--- config.mk ---
export PLATFORM = sky130hd
export DESIGN_NAME = axil_arbiter_2m
export DESIGN_NICKNAME = d
export VERILOG_FILES = /design/src/rtl/axil_arbiter_2m.sv
export SDC_FILE = /design/constraint.sdc
export NUM_CORES = 1
export LEC_CHECK = 0
export CORE_AREA = 2 2 176 178
export DETAILED_ROUTE_END_ITERATION = 6
export DIE_AREA = 0 0 178 180
export HOLD_SLACK_MARGIN = 0.15
export PLACE_DENSITY_LB_ADDON = 0.12
export SLEW_MARGIN = 0
export SYNTH_ARGS = -nofsm -noshare
export SYNTH_HDL_FRONTEND = slang
export SYNTH_SLANG_ARGS = --single-unit
export TNS_END_PERCENT = 5
--- constraint.sdc ---
create_clock -name aclk -period 1.9 [get_ports aclk]
set_input_delay 0.475 -clock aclk [delete_from_list [all_inputs] [get_ports aclk]]
set_output_delay 0.475 -clock aclk [all_outputs]
set_load 0.02 [all_outputs]
--- src/rtl/axil_arbiter_2m.sv ---
// Two-master to one-slave AXI4-Lite arbiter with round-robin grant and one outstanding transaction.
// Define AXIL_ARB_TIMEOUT_EN to add a watchdog that answers a hung slave with SLVERR.
//  state    | meaning
//  IDLE     | no grant; sample requests, pick winner
//  WR_ADDR  | forward AW and W of the granted master
//  WR_RESP  | route B back to the granted master
//  RD_ADDR  | forward AR of the granted master
//  RD_DATA  | route R back to the granted master
//  ERR_RESP | watchdog expired; answer SLVERR locally (timeout build only)
module axil_arbiter_2m #(
   parameter int ADDR_W         = 32,
   parameter int DATA_W         = 32,
   parameter int TIMEOUT_CYCLES = 1024
) (
   input  logic              aclk,
   input  logic              aresetn,
   input  logic              m0_awvalid,
   output logic              m0_awready,
   input  logic [ADDR_W-1:0] m0_awaddr,
   input  logic [2:0]        m0_awprot,
   input  logic              m0_wvalid,
   output logic              m0_wready,
   input  logic [DATA_W-1:0] m0_wdata,
   input  logic [3:0]        m0_wstrb,
   output logic              m0_bvalid,
   input  logic              m0_bready,
   output logic [1:0]        m0_bresp,
   input  logic              m0_arvalid,
   output logic              m0_arready,
   input  logic [ADDR_W-1:0] m0_araddr,
   input  logic [2:0]        m0_arprot,
   output logic              m0_rvalid,
   input  logic              m0_rready,
   output logic [DATA_W-1:0] m0_rdata,
   output logic [1:0]        m0_rresp,
   input  logic              m1_awvalid,
   output logic              m1_awready,
   input  logic [ADDR_W-1:0] m1_awaddr,
   input  logic [2:0]        m1_awprot,
   input  logic              m1_wvalid,
   output logic              m1_wready,
   input  logic [DATA_W-1:0] m1_wdata,
   input  logic [3:0]        m1_wstrb,
   output logic              m1_bvalid,
   input  logic              m1_bready,
   output logic [1:0]        m1_bresp,
   input  logic              m1_arvalid,
   output logic              m1_arready,
   input  logic [ADDR_W-1:0] m1_araddr,
   input  logic [2:0]        m1_arprot,
   output logic              m1_rvalid,
   input  logic              m1_rready,
   output logic [DATA_W-1:0] m1_rdata,
   output logic [1:0]        m1_rresp,
   output logic              s_awvalid,
   input  logic              s_awready,
   output logic [ADDR_W-1:0] s_awaddr,
   output logic [2:0]        s_awprot,
   output logic              s_wvalid,
   input  logic              s_wready,
   output logic [DATA_W-1:0] s_wdata,
   output logic [3:0]        s_wstrb,
   input  logic              s_bvalid,
   output logic              s_bready,
   input  logic [1:0]        s_bresp,
   output logic              s_arvalid,
   input  logic              s_arready,
   output logic [ADDR_W-1:0] s_araddr,
   output logic [2:0]        s_arprot,
   input  logic              s_rvalid,
   output logic              s_rready,
   input  logic [DATA_W-1:0] s_rdata,
   input  logic [1:0]        s_rresp
);

   if (DATA_W != 32) begin : g_bad_data_w
      $error("axil_arbiter_2m supports DATA_W = 32 only");
   end
   if (TIMEOUT_CYCLES < 2) begin : g_bad_timeout
      $error("axil_arbiter_2m needs TIMEOUT_CYCLES >= 2");
   end

   typedef enum logic [2:0] {
      IDLE, WR_ADDR, WR_RESP, RD_ADDR, RD_DATA
`ifdef AXIL_ARB_TIMEOUT_EN
      , ERR_RESP
`endif
   } state_t;

   state_t state, state_nxt;
   logic   gnt, gnt_nxt, is_wr, is_wr_nxt, last_grant, last_nxt;
   logic   aw_done, aw_done_nxt, w_done, w_done_nxt;

   logic req0, req1, wr0, wr1, win;
   assign wr0  = m0_awvalid & m0_wvalid;
   assign wr1  = m1_awvalid & m1_wvalid;
   assign req0 = m0_arvalid | wr0;
   assign req1 = m1_arvalid | wr1;
   assign win  = (req0 && req1) ? ~last_grant : req1;

   logic g_awvalid, g_wvalid, g_arvalid, g_bready, g_rready;
   assign g_awvalid = gnt ? m1_awvalid : m0_awvalid;
   assign g_wvalid  = gnt ? m1_wvalid  : m0_wvalid;
   assign g_arvalid = gnt ? m1_arvalid : m0_arvalid;
   assign g_bready  = gnt ? m1_bready  : m0_bready;
   assign g_rready  = gnt ? m1_rready  : m0_rready;

   logic              f_awvalid, f_wvalid, f_arvalid, f_bready, f_rready;
   logic              g_awready, g_wready, g_arready, g_bvalid, g_rvalid;
   logic [1:0]        g_bresp, g_rresp;
   logic [DATA_W-1:0] g_rdata;

`ifdef AXIL_ARB_TIMEOUT_EN
   localparam int CNT_W = $clog2(TIMEOUT_CYCLES) + 1;
   logic [CNT_W-1:0] wd_cnt;
`endif

   always_comb begin
      state_nxt   = state;
      gnt_nxt     = gnt;
      is_wr_nxt   = is_wr;
      last_nxt    = last_grant;
      aw_done_nxt = aw_done;
      w_done_nxt  = w_done;
      f_awvalid   = 1'b0;
      f_wvalid    = 1'b0;
      f_arvalid   = 1'b0;
      f_bready    = 1'b0;
      f_rready    = 1'b0;
      g_awready   = 1'b0;
      g_wready    = 1'b0;
      g_arready   = 1'b0;
      g_bvalid    = 1'b0;
      g_rvalid    = 1'b0;
      g_bresp     = 2'b00;
      g_rresp     = 2'b00;
      g_rdata     = '0;
      case (state)
         IDLE: begin
`ifdef AXIL_ARB_TIMEOUT_EN
            // soak up late responses from a transaction the watchdog already closed
            f_bready = 1'b1;
            f_rready = 1'b1;
`endif
            if (req0 || req1) begin
               gnt_nxt     = win;
               last_nxt    = win;
               is_wr_nxt   = win ? wr1 : wr0;
               state_nxt   = (win ? wr1 : wr0) ? WR_ADDR : RD_ADDR;
               aw_done_nxt = 1'b0;
               w_done_nxt  = 1'b0;
            end
         end
         WR_ADDR: begin
            f_awvalid = g_awvalid & ~aw_done;
            f_wvalid  = g_wvalid & ~w_done;
            g_awready = s_awready & ~aw_done;
            g_wready  = s_wready & ~w_done;
            if (f_awvalid && s_awready) aw_done_nxt = 1'b1;
            if (f_wvalid && s_wready)   w_done_nxt  = 1'b1;
            if (aw_done_nxt && w_done_nxt) state_nxt = WR_RESP;
         end
         WR_RESP: begin
            f_bready = g_bready;
            g_bvalid = s_bvalid;
            g_bresp  = s_bresp;
            if (s_bvalid && g_bready) state_nxt = IDLE;
         end
         RD_ADDR: begin
            f_arvalid = g_arvalid;
            g_arready = s_arready;
            if (g_arvalid && s_arready) state_nxt = RD_DATA;
         end
         RD_DATA: begin
            f_rready = g_rready;
            g_rvalid = s_rvalid;
            g_rdata  = s_rdata;
            g_rresp  = s_rresp;
            if (s_rvalid && g_rready) state_nxt = IDLE;
         end
`ifdef AXIL_ARB_TIMEOUT_EN
         ERR_RESP: begin
            if (is_wr) begin
               g_bvalid = 1'b1;
               g_bresp  = 2'b10;
               if (g_bready) state_nxt = IDLE;
            end else begin
               g_rvalid = 1'b1;
               g_rresp  = 2'b10;
               g_rdata  = DATA_W'(32'hDEAD_BEEF);
               if (g_rready) state_nxt = IDLE;
            end
         end
`endif
         default: state_nxt = IDLE;
      endcase
`ifdef AXIL_ARB_TIMEOUT_EN
      // a transaction finishing on the expiry cycle wins over the watchdog
      if (state != IDLE && state != ERR_RESP && state_nxt == state &&
          wd_cnt == CNT_W'(TIMEOUT_CYCLES - 1))
         state_nxt = ERR_RESP;
`endif
   end

   always_ff @(posedge aclk) begin
      if (!aresetn) begin
         state      <= IDLE;
         gnt        <= 1'b0;
         is_wr      <= 1'b0;
         last_grant <= 1'b1;
         aw_done    <= 1'b0;
         w_done     <= 1'b0;
      end else begin
         state      <= state_nxt;
         gnt        <= gnt_nxt;
         is_wr      <= is_wr_nxt;
         last_grant <= last_nxt;
         aw_done    <= aw_done_nxt;
         w_done     <= w_done_nxt;
      end
   end

`ifdef AXIL_ARB_TIMEOUT_EN
   always_ff @(posedge aclk) begin
      if (!aresetn)                                wd_cnt <= '0;
      else if (state_nxt != state)                 wd_cnt <= '0;
      else if (state != IDLE && state != ERR_RESP) wd_cnt <= wd_cnt + 1'b1;
   end
`endif

   logic sel0, sel1;
   assign sel0 = aresetn & ~gnt;
   assign sel1 = aresetn & gnt;

   assign s_awvalid = aresetn & f_awvalid;
   assign s_wvalid  = aresetn & f_wvalid;
   assign s_arvalid = aresetn & f_arvalid;
   assign s_bready  = aresetn & f_bready;
   assign s_rready  = aresetn & f_rready;
   assign s_awaddr  = (aresetn && state == WR_ADDR) ? (gnt ? m1_awaddr : m0_awaddr) : '0;
   assign s_awprot  = (aresetn && state == WR_ADDR) ? (gnt ? m1_awprot : m0_awprot) : '0;
   assign s_wdata   = (aresetn && state == WR_ADDR) ? (gnt ? m1_wdata  : m0_wdata)  : '0;
   assign s_wstrb   = (aresetn && state == WR_ADDR) ? (gnt ? m1_wstrb  : m0_wstrb)  : '0;
   assign s_araddr  = (aresetn && state == RD_ADDR) ? (gnt ? m1_araddr : m0_araddr) : '0;
   assign s_arprot  = (aresetn && state == RD_ADDR) ? (gnt ? m1_arprot : m0_arprot) : '0;

   assign m0_awready = sel0 & g_awready;
   assign m0_wready  = sel0 & g_wready;
   assign m0_arready = sel0 & g_arready;
   assign m0_bvalid  = sel0 & g_bvalid;
   assign m0_rvalid  = sel0 & g_rvalid;
   assign m0_bresp   = sel0 ? g_bresp : 2'b00;
   assign m0_rresp   = sel0 ? g_rresp : 2'b00;
   assign m0_rdata   = sel0 ? g_rdata : '0;
   assign m1_awready = sel1 & g_awready;
   assign m1_wready  = sel1 & g_wready;
   assign m1_arready = sel1 & g_arready;
   assign m1_bvalid  = sel1 & g_bvalid;
   assign m1_rvalid  = sel1 & g_rvalid;
   assign m1_bresp   = sel1 ? g_bresp : 2'b00;
   assign m1_rresp   = sel1 ? g_rresp : 2'b00;
   assign m1_rdata   = sel1 ? g_rdata : '0;

endmodule

==> results <==
registers in the layout (all words and copies together), names as in the netlist:
name and count:
state 3, w_done 1, aw_done 1, last_grant 1, gnt 1
cells in the mapped netlist:
cell,count
nor3b_1,1
o311a_1,1
buf_6,2
o21ai_0,1
o21ai_2,1
o21ai_1,1
nor3_1,6
nand2b_1,2
nand2_1,9
or3_1,1
a21oi_1,3
dfxtp_1,7
mux2i_1,111
nor2b_1,4
a32oi_1,1
buf_4,5
a21o_1,2
nor3_2,1
o21ba_1,1
o21ba_2,1
inv_1,6
and2_1,69
a31oi_2,1
and3_1,8
a31o_1,1
nor2_1,113
buf_2,19
nor4_1,5
a21boi_0,1
o311ai_0,1
o41a_1,1
a31oi_1,2
clkbuf_1,8
o211ai_1,1
and2b_1,1
nand3_1,3
worst paths after layout:
path,endpoint,cells past startpoint,start,slack [ps]
worst max-delay path,m0_rdata[30],8,state[0]$_SDFFE_PN0P_,-170
worst min-delay path,last_grant$_SDFFE_PN1P_,2,last_grant$_SDFFE_PN1P_,540
worst max register to register,state[1]$_SDFFE_PN0P_,7,gnt$_SDFFE_PN0P_,-20
worst min register to register,last_grant$_SDFFE_PN1P_,2,last_grant$_SDFFE_PN1P_,540
metrics by stage:
step | hold slack [ps] | util
after detailed placement | 541.9 | 0.2737
after CTS | 546.9 | 0.2741
after global placement | 527.1 | 0.2737
after floorplan | 488.6 | -
final | 538.6 | 0.2857
after global routing | 573.8 | 0.2857
critical path, stage by stage (launching register included):
cell and delay (ps):
dfxtp_2 320, buf_6 110, nor2_4 90, nand3_4 110
nor2_4 190, buf_12 140, clkbuf_16 150, and2_4 140
buf_6 110
timing repair:
item	CTS	global route
gates resized for setup	869	266
setup buffers	1	2
pin swaps	3	26
hold buffers	0	0
gates cloned	1	4
endpoints found under the hold margin	0	0
endpoints found under the setup margin	194	195
routing by layer:
layer  global-route usage  vias to the layer above  share of wire
met5                    0                        -              0
met4              0.01705                        0          0.011
met3              0.02813                       14          0.092
met1               0.1140                     2064           0.37
li1                     -                     2353              -
met2               0.2155                      241           0.53
cell families after synthesis:
logic type      after synthesis  synth area share
simple gates                223            0.4018
mux                         111            0.4115
buf+inv                      40           0.07692
compound gates               20           0.05792
flops                         7           0.05190
layout make-up:
cell class | count | area (um^2)
Multi-Input combinational cell | 354 | 2660
Fill cell | 3284 | 21560
Timing Repair Buffer | 530 | 5220
Clock buffer | 4 | 78.83
Tap cell | 396 | 495.5
Sequential cell | 7 | 148.9
Inverter | 6 | 22.52
power by group through the flow:
stage                     clock network, mW  registers [mW]  logic (mW)
after detailed placement                  0           0.263        3.73
after global routing                  0.383           0.283        4.22
after floorplan                           0           0.210        1.83
final                                 0.355           0.271        3.92
after global placement                    0           0.262        3.76
after CTS                             0.367           0.267        3.79
==> impl_metrics.py <==
metrics = {
    "floorplan": {
        "rows": 64,
        "core_um2": 30190,
        "ios": 458,
        "fp.dieW_um": 178,
        "die_h_um": 180,
        "initial_core_util": 0.08944,
        "die_area_um2": 32040,
    },
    "finish": {
        "drive_above_1_share": 0.4007,
        "synthToLayoutAreaGrowth_pct": 219.5,
        "layout_common_cells": "clkdlybuf4s50_1 (261), buf_4 (142), mux2i_1 (107), buf_6 (91), nor2_1 (83)",
        "fin_area_um2": 8626,
        "final_nets": 1167,
        "fin_cells": 1297,
        "antennaDiodeCount": 0,
        "final_common_cell": "clkdlybuf4s50_1",
    },
    "power_and_ir_drop": {
        "power.switching_mw": 1.952,
        "p_sw_frac": 0.4291,
        "clkPwrFrac": 0.078,
        "comb_power_share": 0.862,
        "peakVddDrop_mv": 0.2889,
        "p_seq_frac": 0.059,
        "p_per_area_nw_per_um2": 527.5,
        "internal-power_mw": 2.597,
        "leakage_nw": 3.642,
        "total_power_mw": 4.550,
    },
    "clocking": {
        "cts_root_buffer": "clkbuf_16",
        "cts_sinks": 7,
        "numCtsBuffers": 3,
        "cts_tree": "done",
        "htreeDepth": 1,
        "cts_max_path_buffers": 2,
        "insertion_delay_ps": 230,
        "clk_pin_slew_ps": 40,
    },
    "global_routing": {
        "antenna_found_initial": 0,
        "grt_usage": 0.1087,
        "grt_pass1_wl_um": 27300,
        "grt_max_degree": 36,
        "grt_pass1_vias": 4800,
        "overflow": 0,
    },
    "synthesis": {
        "syn_inst": 401,
        "netlist_area_um2": 2700,
        "syn-num-nets": 666,
        "synth.area.top_cells": "mux2i_1 (41%), and2_1 (16%), nor2_1 (16%), dfxtp_1 (5.2%), buf_2 (3.5%)",
        "yosysWarnings": 0,
        "yosysSeqAreaShare": 0.05190,
        "yosysUniqueCellTypes": 36,
        "yosysTopAreaCell": "mux2i_1",
        "ys_ff_latch": 7,
        "netlist.area_leader.share": 0.4115,
        "avgSynthCellArea_um2": 6.733,
    },
    "place": {
        "dpl_cell_area_um2": 8262,
        "dp_slack_ps": -1018,
        "portBuffers": 457,
        "place_congestion": 0.7154,
        "dp_cells": 1285,
        "place_hpwl_um": 15880,
    },
    "route": {
        "vias": 4672,
        "drc": 0,
        "drt_iter0_markers": 92,
        "final_antenna_net_count": 0,
        "routed_wl_um": 19360,
        "dr.pass1.iters": 6,
        "drt-vias-per-instance": 3.602,
        "wl_per_cell_um": 14.92,
    },
    "sta": {
        "hold_viol_final": 0,
        "period_needed_ps": 2068,
        "setup_viol": 180,
        "fmax_mhz": 483.6,
        "slew_violations": 0,
        "finalClockSkew_ps": 0.9715,
        "rsz0062_at_grt": "true",
        "worstMarginPinSlew_ps": 421.8,
        "relSlewSlack": 0.7167,
        "setup_ws_ps": -167.7,
        "finalCritPeriodShare": 1.088,
        "tns_ps": -11990,
    },
    "critical_path": {
        "arrival_ps": 1590,
        "critPathRequiredTime_ps": 1420,
        "crit_fanout": 8,
        "path_class": "flop to output port",
        "crit_path_start_kind": "flop",
        "endpoint_kind": "output port",
    },
    "hold_path": {
        "hold_path_class": "flop to flop",
    },
    "flow_run": {
        "cap_violations": 0,
    },
    "status": {
        "violations": "setup timing",
        "status": "finished, violations left",
    },
}
(Power assumes the default switching activity.)
